===== src/rtl/radar_pulse_scheduler.sv =====
// Radar burst scheduler: launches num_pulses modulator waveforms spaced one PRI apart,
// watching the modulator's AXI4-Stream handshake for pulse end and PRI overruns.
module radar_pulse_scheduler #(
    parameter int unsigned CNT_W = 32,
    parameter int unsigned NP_W  = 16
) (
    input  logic             clk_i,
    input  logic             reset_i,
    input  logic             start_i,
    input  logic             stop_i,
    input  logic [CNT_W-1:0] pri_cycles_i,
    input  logic [NP_W-1:0]  num_pulses_i,
    input  logic             tvalid_i,
    input  logic             tready_i,
    input  logic             tlast_i,
    output logic             mod_start_o,
    output logic             dds_en_o,
    output logic             busy_o,
    output logic             done_o,
    output logic [1:0]       err_o,
    output logic [NP_W-1:0]  pulse_cnt_o
);

    localparam logic [1:0] S_IDLE     = 2'd0;
    localparam logic [1:0] S_PULSE    = 2'd1;
    localparam logic [1:0] S_PRI_WAIT = 2'd2;
    localparam logic [1:0] S_DONE     = 2'd3;

    logic [1:0]       r_state;
    logic [CNT_W-1:0] r_pri_cnt;
    logic [CNT_W-1:0] r_pri_m1;
    logic [NP_W-1:0]  r_np;
    logic [NP_W-1:0]  r_pulse_cnt;
    logic [1:0]       r_err;
    logic             r_stop;
    logic             r_mod_start;
    logic             r_dds_en;
    logic             r_busy;
    logic             r_done;

    logic [1:0]       w_next_state;
    logic             w_launch;
    logic             w_start_ok;
    logic             w_cfg_err;
    logic             w_overrun;
    logic             w_stop_hold;
    logic             w_cfg_bad;
    logic             w_expire;
    logic             w_more;
    logic             w_pend;
    logic             w_stop_any;
    logic [NP_W-1:0]  w_cnt_base;

    assign w_cfg_bad  = (num_pulses_i == '0) || (pri_cycles_i < CNT_W'(2));
    assign w_expire   = (r_pri_cnt == r_pri_m1);
    assign w_more     = (r_pulse_cnt < r_np);
    assign w_pend     = tvalid_i & tready_i & tlast_i;
    assign w_stop_any = r_stop | stop_i;
    assign w_cnt_base = w_start_ok ? '0 : r_pulse_cnt;

    // Next-state decode; a pulse end coinciding with PRI expiry launches the next pulse directly
    always_comb begin
        w_next_state = r_state;
        w_launch     = 1'b0;
        w_start_ok   = 1'b0;
        w_cfg_err    = 1'b0;
        w_overrun    = 1'b0;
        w_stop_hold  = 1'b0;
        case (r_state)
            S_IDLE: begin
                if (start_i) begin
                    if (w_cfg_bad) begin
                        w_cfg_err = 1'b1;
                    end else begin
                        w_start_ok   = 1'b1;
                        w_launch     = 1'b1;
                        w_next_state = S_PULSE;
                    end
                end
            end
            S_PULSE: begin
                if (w_pend) begin
                    if (w_stop_any) begin
                        w_next_state = S_DONE;
                    end else if (w_expire) begin
                        if (w_more) w_launch = 1'b1;
                        else        w_next_state = S_DONE;
                    end else begin
                        w_next_state = S_PRI_WAIT;
                    end
                end else if (w_expire) begin
                    w_overrun    = 1'b1;
                    w_next_state = S_DONE;
                end else begin
                    w_stop_hold = w_stop_any;
                end
            end
            S_PRI_WAIT: begin
                if (stop_i) begin
                    w_next_state = S_DONE;
                end else if (w_expire) begin
                    if (w_more) begin
                        w_launch     = 1'b1;
                        w_next_state = S_PULSE;
                    end else begin
                        w_next_state = S_DONE;
                    end
                end
            end
            S_DONE:  w_next_state = S_IDLE;
            default: w_next_state = S_IDLE;
        endcase
    end

    always_ff @(posedge clk_i) begin
        if (reset_i) r_state <= S_IDLE;
        else         r_state <= w_next_state;
    end

    // Burst datapath and registered status outputs
    always_ff @(posedge clk_i) begin
        if (reset_i) begin
            r_pri_cnt   <= '0;
            r_pri_m1    <= '0;
            r_np        <= '0;
            r_pulse_cnt <= '0;
            r_err       <= 2'b00;
            r_stop      <= 1'b0;
            r_mod_start <= 1'b0;
            r_dds_en    <= 1'b0;
            r_busy      <= 1'b0;
            r_done      <= 1'b0;
        end else begin
            if (w_start_ok) begin
                r_pri_m1 <= pri_cycles_i - CNT_W'(1);
                r_np     <= num_pulses_i;
            end
            if (w_launch)              r_pri_cnt <= '0;
            else if (r_state != S_IDLE) r_pri_cnt <= r_pri_cnt + CNT_W'(1);
            if (w_launch) r_pulse_cnt <= w_cnt_base + NP_W'(1);
            if (w_start_ok)     r_err <= 2'b00;
            else if (w_cfg_err) r_err <= r_err | 2'b01;
            else if (w_overrun) r_err <= r_err | 2'b10;
            r_stop      <= w_stop_hold;
            r_mod_start <= w_launch;
            r_dds_en    <= (w_next_state == S_PULSE) || (w_next_state == S_PRI_WAIT);
            r_busy      <= (w_next_state != S_IDLE);
            r_done      <= (w_next_state == S_DONE);
        end
    end

    assign mod_start_o = r_mod_start;
    assign dds_en_o    = r_dds_en;
    assign busy_o      = r_busy;
    assign done_o      = r_done;
    assign err_o       = r_err;
    assign pulse_cnt_o = r_pulse_cnt;

endmodule


===== config.mk =====
export PLATFORM = sky130hd
export DESIGN_NAME = radar_pulse_scheduler
export DESIGN_NICKNAME = d
export VERILOG_FILES = /design/src/rtl/radar_pulse_scheduler.sv
export SDC_FILE = /design/constraint.sdc
export NUM_CORES = 1
export LEC_CHECK = 0
export CAP_MARGIN = 20
export CORE_AREA = 2 2 95 143
export DETAILED_ROUTE_END_ITERATION = 12
export DIE_AREA = 0 0 97 145
export DONT_BUFFER_PORTS = 1
export PLACE_DENSITY = 0.57
export SYNTH_ARGS = -nofsm -noshare
export SYNTH_HDL_FRONTEND = slang
export SYNTH_SLANG_ARGS = --single-unit
export TNS_END_PERCENT = 30

===== constraint.sdc =====
create_clock -name clk_i -period 4.2 [get_ports clk_i]
set_input_delay 0.42 -clock clk_i [delete_from_list [all_inputs] [get_ports clk_i]]
set_output_delay 0.42 -clock clk_i [all_outputs]
set_load 0.01 [all_outputs]

# == Word level (Yosys, flattened, before mapping) ==
# Cells that the tools add are included.
# classes
bitwise,5
n_addsub,3
n_mux,28
n_reduce_logical,10
eq_ne,7
n_lt_le_gt_ge,2
# op_table
operator,n
"adder 32 x 1 -> 32 bit, second input constant",1
equality test 32 bit,1
"less-than comparator 32 x 2 -> 1 bit, second input constant",1
"subtractor 32 x 1 -> 32 bit, second input constant",1
2-to-1 mux 2 bit,10
"adder 16 x 1 -> 16 bit, second input constant",1
zero test 16 bit,1
less-than comparator 16 bit,1
2-to-1 mux 16 bit,1
2-to-1 mux 1 bit,15
"equality test 2 bit, second input constant",4
case mux 2 bit (4 select lines),1
"equality test 2 x 1 -> 1 bit, second input constant",2
nonzero test 2 bit,2
OR reduction 2 bit,2
OR reduction 4 bit,1
case mux 1 bit (3 select lines),1
AND 1 bit,2
zero test 2 bit,1
logical OR 1 bit,2
NOT 1 bit,2
AND reduction 2 bit,1
bitwise OR 1 bit,1
# totals
regBits,105
elab_cells,67

# == Depth between registers and ports, before layout ==
# Gate-level depths: netlist of run 1.
# logic_depth
word_depth,8
depth_mapped,13
depth_no_buf,11

# == Worst setup path after synthesis of run 1 ==
# No wires, ideal clock.
# synth_path
path_kind,input -> register
from,in pri_cycles_i[20]
to,"reg r_pulse_cnt[8], in the netlist pulse_cnt_o[8]"
setup_ps,70
required_time_ps,4130
cell_stages,13
slack_ps,367
n_path_buf,3
arrival_ps,3763
path_cell_list,or4_4 -> or3_4 -> nor3_4 -> a41o_1 -> buf_2 -> clkbuf_1 -> and2_1 -> ha_1 -> nand3_1 -> or4b_1 -> clkbuf_1 -> or4b_1 -> a21oi_1
# synth_between
elab_chain_len,7
word_cells_on_any_way,8
cone_classes,add/sub (1); order compare (1); mux (5); reduce/logical (1)
# synth_lines
item,line,source
start: declaration,11,"input logic [CNT_W-1:0] pri_cycles_i,"
less-than comparator 32 x 2 -> 1 bit *,54,assign w_cfg_bad = (num_pulses_i == '0) || (pri_cycles_i < CNT_W'(2));
logical OR 1 bit *,54,
2-to-1 mux 1 bit *,72,if (w_cfg_bad) begin
2-to-1 mux 1 bit *,71,if (start_i) begin
2-to-1 mux 1 bit,69,case (r_state)
2-to-1 mux 16 bit,59,assign w_cnt_base = w_start_ok ? '0 : r_pulse_cnt;
adder 16 x 1 -> 16 bit,140,if (w_launch) r_pulse_cnt <= w_cnt_base + NP_W'(1);
end signal: assignment,140,
end: declaration,33,logic [NP_W-1:0] r_pulse_cnt;
# Every way passes the cells marked *; elsewhere a longest branch is shown, timed or not.
# A chain may end at the register's enable or synchronous reset.

# == Final worst setup path of run 1 ==
# Ends and elaborated chain as after synthesis.

==> impl_results.md, run 1 <==
- Slew Limit Fails: 0
- Unrepaired setup endpoints after global routing: no
- CP endpoint: pulse_cnt_o[8]
- Syn_area_per_cell: 8.34 um2
- GR Util All Layers: 0.215
- Vias in the first global route: 4746
- CP required: 4480 ps
- ANT nets after route: 0
- Async SR Flop Fraction: 0
- Area delta synth->final: 7.41%
- Clock Skews: 12.8 ps
- Register bit count reported by yosys: 105
- Post-synth EDFFs: 0
- DRC viols: 0
- Final worst-path cycle share: 0.809
- DR vias/cell: 5.75
- CTS Buf Count: 9
- Final setup viols: 0
- Post-cts resize count: 0
- TritonCTS clock tree: done
- CP peak stage delay: 670 ps
- Max Clk Rate: 0.294 GHz
- Crit-path slowest cell: or4b_1
- Initial antenna violation count: 0
- Post-DP HPWL: 11.3 mm
- Arrival time at the worst endpoint: 3680 ps
- I/O Buffers: 0
- Placer's final routability congestion estimate: 0.849
- Clock Latency Late Sink: 350 ps
- Post-synthesis sequential area ratio: 0.370
- Top cells by area, synth: dfxtp_1 (37%), xnor2_1 (10%), nand2_1 (4.6%)
- Chip Width: 97 um
- Post-Syn Nets: 757
- Flop-to-flop setup slack: 1080 ps
- Pwr dens: 358 nW/um2
- Std cell rows: 51
- Status: completed
- Nets: 739
- Max clock buf depth: 2
- Routed len/inst: 18.0 um
- Reg clk slew, reported paths: 70 ps
- Leak pwr: 1.99 nW
- Iteration-0 DRC Markers: 143
- Post-synth top area share: 0.370
- Max VDD drop: 0.165 mV
- Worst setup startpoint: pri_cycles_i[20]
- Warnings from Yosys: 0
- Worst r2r src: pulse_cnt_o[5]
- Top_reg_cell synth: dfxtp_1
- Maximum fanout along the worst path: 8
- Post-layout util: 0.476
- Post-CTS setup buffer count: 0
- Final Hold Viols: 0
- Post-Syn Area: 5690 um2
- Total Neg Setup Slack: 0 ps
- CP startpoint kind: input pin
- Sw Ratio: 0.257
- CTS Hold Bufs: 0
- Int Pwr: 1.62 mW
- Hold Crit Class: input pin to flip-flop
- IO Pins: 77
- Clk sinks: 105
- Die area: 14100 um2
- Initial core utilization: 0.443
- Clock share of power: 0.395
- Flop pwr share: 0.497
- Diode count: 0
- Worst slew pin tran: 977 ps
- Fin crit period: 3400 ps
- Mapped Cells: 682
- Cell Chain, Critical Path: or4_4, or3_4, nor3_4, a41o_1, and2_1, ha_1, nand3_1, or4b_1, or4b_1, a21oi_1
- TritonRoute pass-1 iters: 4
- Largest net degree at the start of global routing: 99
- Routed WL: 14.9 mm
- Combinational cell fraction of total power: 0.108
- Core area: 12800 um2
- Htree depth: 3
- Kind of critical path: input pin to flip-flop
- Clk root buf: clkbuf_16
- Die height: 145 um
- GRT overflow: 0
- Dominant cell type by area after synthesis: dfxtp_1
- Max Cap Viol: 0
- Critical path's most frequent cell: or4b_1
- Distinct cells, synth: 57
- Max transition margin: 0.344
- Share of cells above drive strength 1: 0.0598
- End of the worst register-to-register path: pulse_cnt_o[8]
- R2R depth: 8
- First-pass GRT wire length: 24.3 mm
- Kind of end point of the critical path: flip-flop
- Net Sw Power: 563 uW
- Via count: 4759
[layout by cell type (no fill, tap or decap), drive strengths merged, types with 9 or more instances in the layout]
| master | synthesis | layout |
|---|---|---|
| a211oi | 26 | 26 |
| a21oi | 33 | 33 |
| and3 | 9 | 9 |
| clkbuf | 27 | 10 |
| dfxtp | 105 | 105 |
| ha | 20 | 20 |
| inv | 26 | 27 |
| nand2 | 70 | 70 |
| nand3 | 18 | 18 |
| nand4 | 19 | 19 |
| nor2 | 68 | 68 |
| nor3 | 45 | 45 |
| nor4 | 19 | 19 |
| o21ai | 14 | 14 |
| or3 | 14 | 14 |
| xnor2 | 68 | 68 |
| xor2 | 21 | 21 |
[power groups by stage]
| stage | clock, mW | combinational [mW] | sequential, mW |
|---|---|---|---|
| 6_report | 0.865 | 0.236 | 1.09 |
| 5_1_grt | 0.929 | 0.268 | 1.09 |
| 4_1_cts | 0.886 | 0.239 | 1.09 |
| 3_5_place_dp | 0 | 0.237 | 1.11 |
| 3_3_place_gp | 0 | 0.233 | 1.11 |
| 2_1_floorplan | 0 | 0.202 | 1.09 |
[logic make-up after synthesis]
family | after synthesis | share of synthesized area
and+or+nand+nor | 298 | 0.274
DFF | 105 | 0.370
AOI/OAI and AO/OA | 104 | 0.124
xor gates and xnor gates | 89 | 0.137
buffers and inverters | 60 | 0.0409
adders and majority gates | 20 | 0.0440
muxes | 6 | 0.0106
[flip-flops by register name (all words and copies together), names as in the netlist]
name         cells
r_pri_cnt       32
r_pri_m1        32
pulse_cnt_o     16
r_np            16
err_o            2
r_state          2
busy_o           1
dds_en_o         1
done_o           1
mod_start_o      1
r_stop           1
[area by class of cell]
| class | instances | area (um2) |
|---|---|---|
| Clock inverter | 6 | 66.3 |
| Sequential cell | 105 | 2100 |
| Inverter | 26 | 97.6 |
| Multi-Input combinational cell | 517 | 3370 |
| Tap cell | 159 | 199 |
| Fill cell | 1278 | 6720 |
| Timing Repair Buffer | 5 | 37.5 |
| Clock buffer | 10 | 239 |
[routing by layer]
metal,vias to the layer above,GRT usage,part of all wire
li1,2378,-,-
met1,2238,0.223,0.37
met2,107,0.407,0.54
met3,36,0.0467,0.044
met4,0,0.0944,0.041
met5,-,0,0
[worst min-delay path by stage]
stage	start	endpoint	cells past startpoint
2_1_floorplan	r_np[10]	r_np[10]	2
3_3_place_gp	r_np[6]	r_np[6]	2
3_5_place_dp	r_np[10]	r_np[10]	2
4_1_cts	reset_i	r_np[14]	1
5_1_grt	reset_i	r_np[14]	1
6_report	pri_cycles_i[0]	r_pri_m1[0]	1
[through the flow]
stage               cell area (um2)  hold WS, ps  total power [mW]  worst slack (ps)  instances
floorplan                      5690          436              1.29               367        682
global placement               5800          442              1.34               545        812
detailed placement             5800          444              1.35               462        812
CTS                            6110          129              2.21               814        828
global route                   6110          141              2.29               624        828
finish                         6110          166              2.19               801        828
[cells in the mapped netlist, drive strengths merged (18+ instances only)]
cell and n:
nor3 45, nand3 18, clkbuf 27, nor2 68, nor4 19, nand2 70
xor2 21, nand4 19, dfxtp 105, ha 20, a211oi 26, a21oi 33
inv 26, xnor2 68
[worst max-delay path: cells and delay by family]
kind / cells / cell delay [ps]
and+or+nand+nor: 7 / 2610
AOI/OAI and AO/OA: 2 / 430
adders and majority gates: 1 / 220
Note: power is estimated with default switching activity, not from simulation.
==> inputs of run 2 (changes only) <==
Settings changed: PLACE_DENSITY 0.57 to 0.59.
Clock period 4.2 ns to 3.1 ns, I/O delays scaled along.
==> impl_results.md, run 2 (same netlist as run 1, synthesis figures left out) <==
- Initial core utilization: 0.443 (unchanged)
- Worst r2r src: r_np[13]
- Worst slew pin tran: 821 ps (-156 ps)
- TritonRoute pass-1 iters: 4 (unchanged)
- Clock Latency Late Sink: 350 ps (about the same)
- Area delta synth->final: 10.8%
- DR vias/cell: 5.66 (-1.6%)
- Dpl cell area: 6010 um2 (+3.5%)
- Final setup viols: 0 (unchanged)
- Slew Limit Fails: 0 (unchanged)
- Clock Skews: 8.52 ps (-4.32 ps)
- Placer's final routability congestion estimate: 0.931 (+9.7%)
- ANT nets after route: 0 (unchanged)
- I/O Buffers: 0 (unchanged)
- Flop-to-flop setup slack: 280 ps (-800 ps)
- Max Cap Viol: 0 (unchanged)
- Fill cells: 1261 (-1.3%)
- Kind of critical path: input pin to flip-flop
- Routed WL: 15.4 mm (+2.9%)
- Htree depth: 3 (unchanged)
- Reg clk slew, reported paths: 70 ps (about the same)
- Final Hold Viols: 0 (unchanged)
- Hold endpoint: pulse_cnt_o[3]
- Routed len/inst: 18.0 um (about the same)
- Die height: 145 um (unchanged)
- Fin area: 6300 um2 (+3.1%)
- Iteration-0 DRC Markers: 195 (+36%)
- DRC viols: 0 (unchanged)
- Kind of end point of the critical path: flip-flop
- Clk root buf: clkbuf_16
- CP peak stage delay: 530 ps (-140 ps)
- Sequential Area: 2100 um2 (unchanged)
- Chip Width: 97 um (unchanged)
- Multi-input logic area: 3390 um2 (+0.67%)
- Post-DP HPWL: 11.6 mm (+2.5%)
- Hold path startpoint: reset_i
- Largest net degree at the start of global routing: 99 (unchanged)
- Largest registers: r_pri_cnt x32, r_pri_m1 x32
- Max VDD drop: 0.278 mV (+68%)
- Post-cts resize count: 0 (unchanged)
- Initial antenna violation count: 0 (unchanged)
- Status: completed
- Share of cells above drive strength 1: 0.0967 (+0.0369)
- Maximum fanout along the worst path: 6 (-2)
- Most frequent cells in the layout: dfxtp_1 (105), nand2_1 (70), xnor2_1 (68), nor2_1 (67), nor3_1 (43)
- Arrival time at the worst endpoint: 3230 ps (-450 ps)
- Nets: 763 (+3.2%)
- End of the worst register-to-register path: pulse_cnt_o[14]
- Std cell rows: 51 (unchanged)
- Die area: 14100 um2 (unchanged)
- Post-CTS setup buffer count: 0 (unchanged)
- Fin crit period: 2950 ps
- CTS Buf Count: 9 (unchanged)
- First-pass GRT wire length: 25.1 mm (+3.2%)
- CTS Hold Bufs: 0 (unchanged)
- Diode count: 0 (unchanged)
- CP required: 3370 ps (-1110 ps)
- CP startpoint kind: input pin
- Core area: 12800 um2 (unchanged)
- GRT overflow: 0 (unchanged)
- IO Pins: 77 (unchanged)
- Hold_ws: 51.4 ps (-115 ps)
- TritonCTS clock tree: done
- Hold-critical path depth: 1 (unchanged)
- Final worst-path cycle share: 0.952
- Vias in the first global route: 4881 (+2.8%)
- Pwr dens: 465 nW/um2 (+30%)
- Max transition margin: 0.453 (+0.109)
- Clk sinks: 105 (unchanged)
- GR Util All Layers: 0.222 (+0.00681)
- Max clock buf depth: 2 (unchanged)
- Cell Chain, Critical Path: or4_4, or3_4, nor3_4, a41o_1, and2_4, ha_4, nand3_2, or4b_1, buf_4, or3_1, a21oi_1
- Via count: 4821 (+1.3%)
- Crit-path slowest cell: or4_4
- Unrepaired setup endpoints after global routing: no
- Max Clk Rate: 0.339 GHz
- R2R depth: 10 (+2)
- Leak pwr: 2.11 nW (+6.1%)
- Most common cell after layout, fill and taps aside: dfxtp_1
- Hold Crit Class: input pin to flip-flop
[run 2: report_power, final]
part	leakage, nW	internal [mW]	switching (mW)
Sequential	0.857	1.41	0.0604
Clock	0.138	0.614	0.518
Combinational	1.11	0.144	0.181
[run 2: how the worst max path moves through the flow]
stage                          start               to  slack [ps]
finish              pri_cycles_i[20]  pulse_cnt_o[14]         150
global route            r_pri_cnt[4]  pulse_cnt_o[10]          20
CTS                 pri_cycles_i[20]  pulse_cnt_o[14]         140
detailed placement  pri_cycles_i[20]  pulse_cnt_o[14]        -220
global placement    pri_cycles_i[20]  pulse_cnt_o[10]        -170
floorplan           pri_cycles_i[20]   pulse_cnt_o[8]        -400
[run 2: critical path, delay by kind of cell]
kind,cells,cell delay [ps]
AO/OA/AOI/OAI,2,410
adder cells (fa/ha/maj),1,130
buffers and inverters,1,170
AND/OR/NAND/NOR,7,2200
[run 2: routing by layer]
metal	track usage	vias to the layer above	part of all wire
met4	0.111	0	0.044
met1	0.238	2259	0.39
met5	0	-	0
met3	0.0405	33	0.040
met2	0.410	111	0.53
li1	-	2418	-
[run 2: area by class of cell]
type,count,share of cell area
clock inverters,3,0.00377
flip-flops and latches,105,0.334
inverters,26,0.0155
clock buffers,13,0.0429
well taps,159,0.0316
multi-input cells,517,0.538
repair buffers,29,0.0346
[run 2: metrics by stage]
stage          utilization  instances  setup WS, ps  power (mW)  TNS (ps)
6_report             0.491        852           149        2.93         0
5_1_grt              0.491        852          18.7        3.06         0
4_1_cts              0.491        852           137        2.95         0
3_5_place_dp         0.468        836          -216        1.83      -798
3_3_place_gp         0.468        836          -175        1.83      -622
2_1_floorplan            -        682          -401        1.76     -1320
==> inputs of run 3 (changes only) <==
Settings changed: CAP_MARGIN 20 to 10.
==> results of run 3 <==
The final DEF is identical to that of run 2; final timing and power are the same.
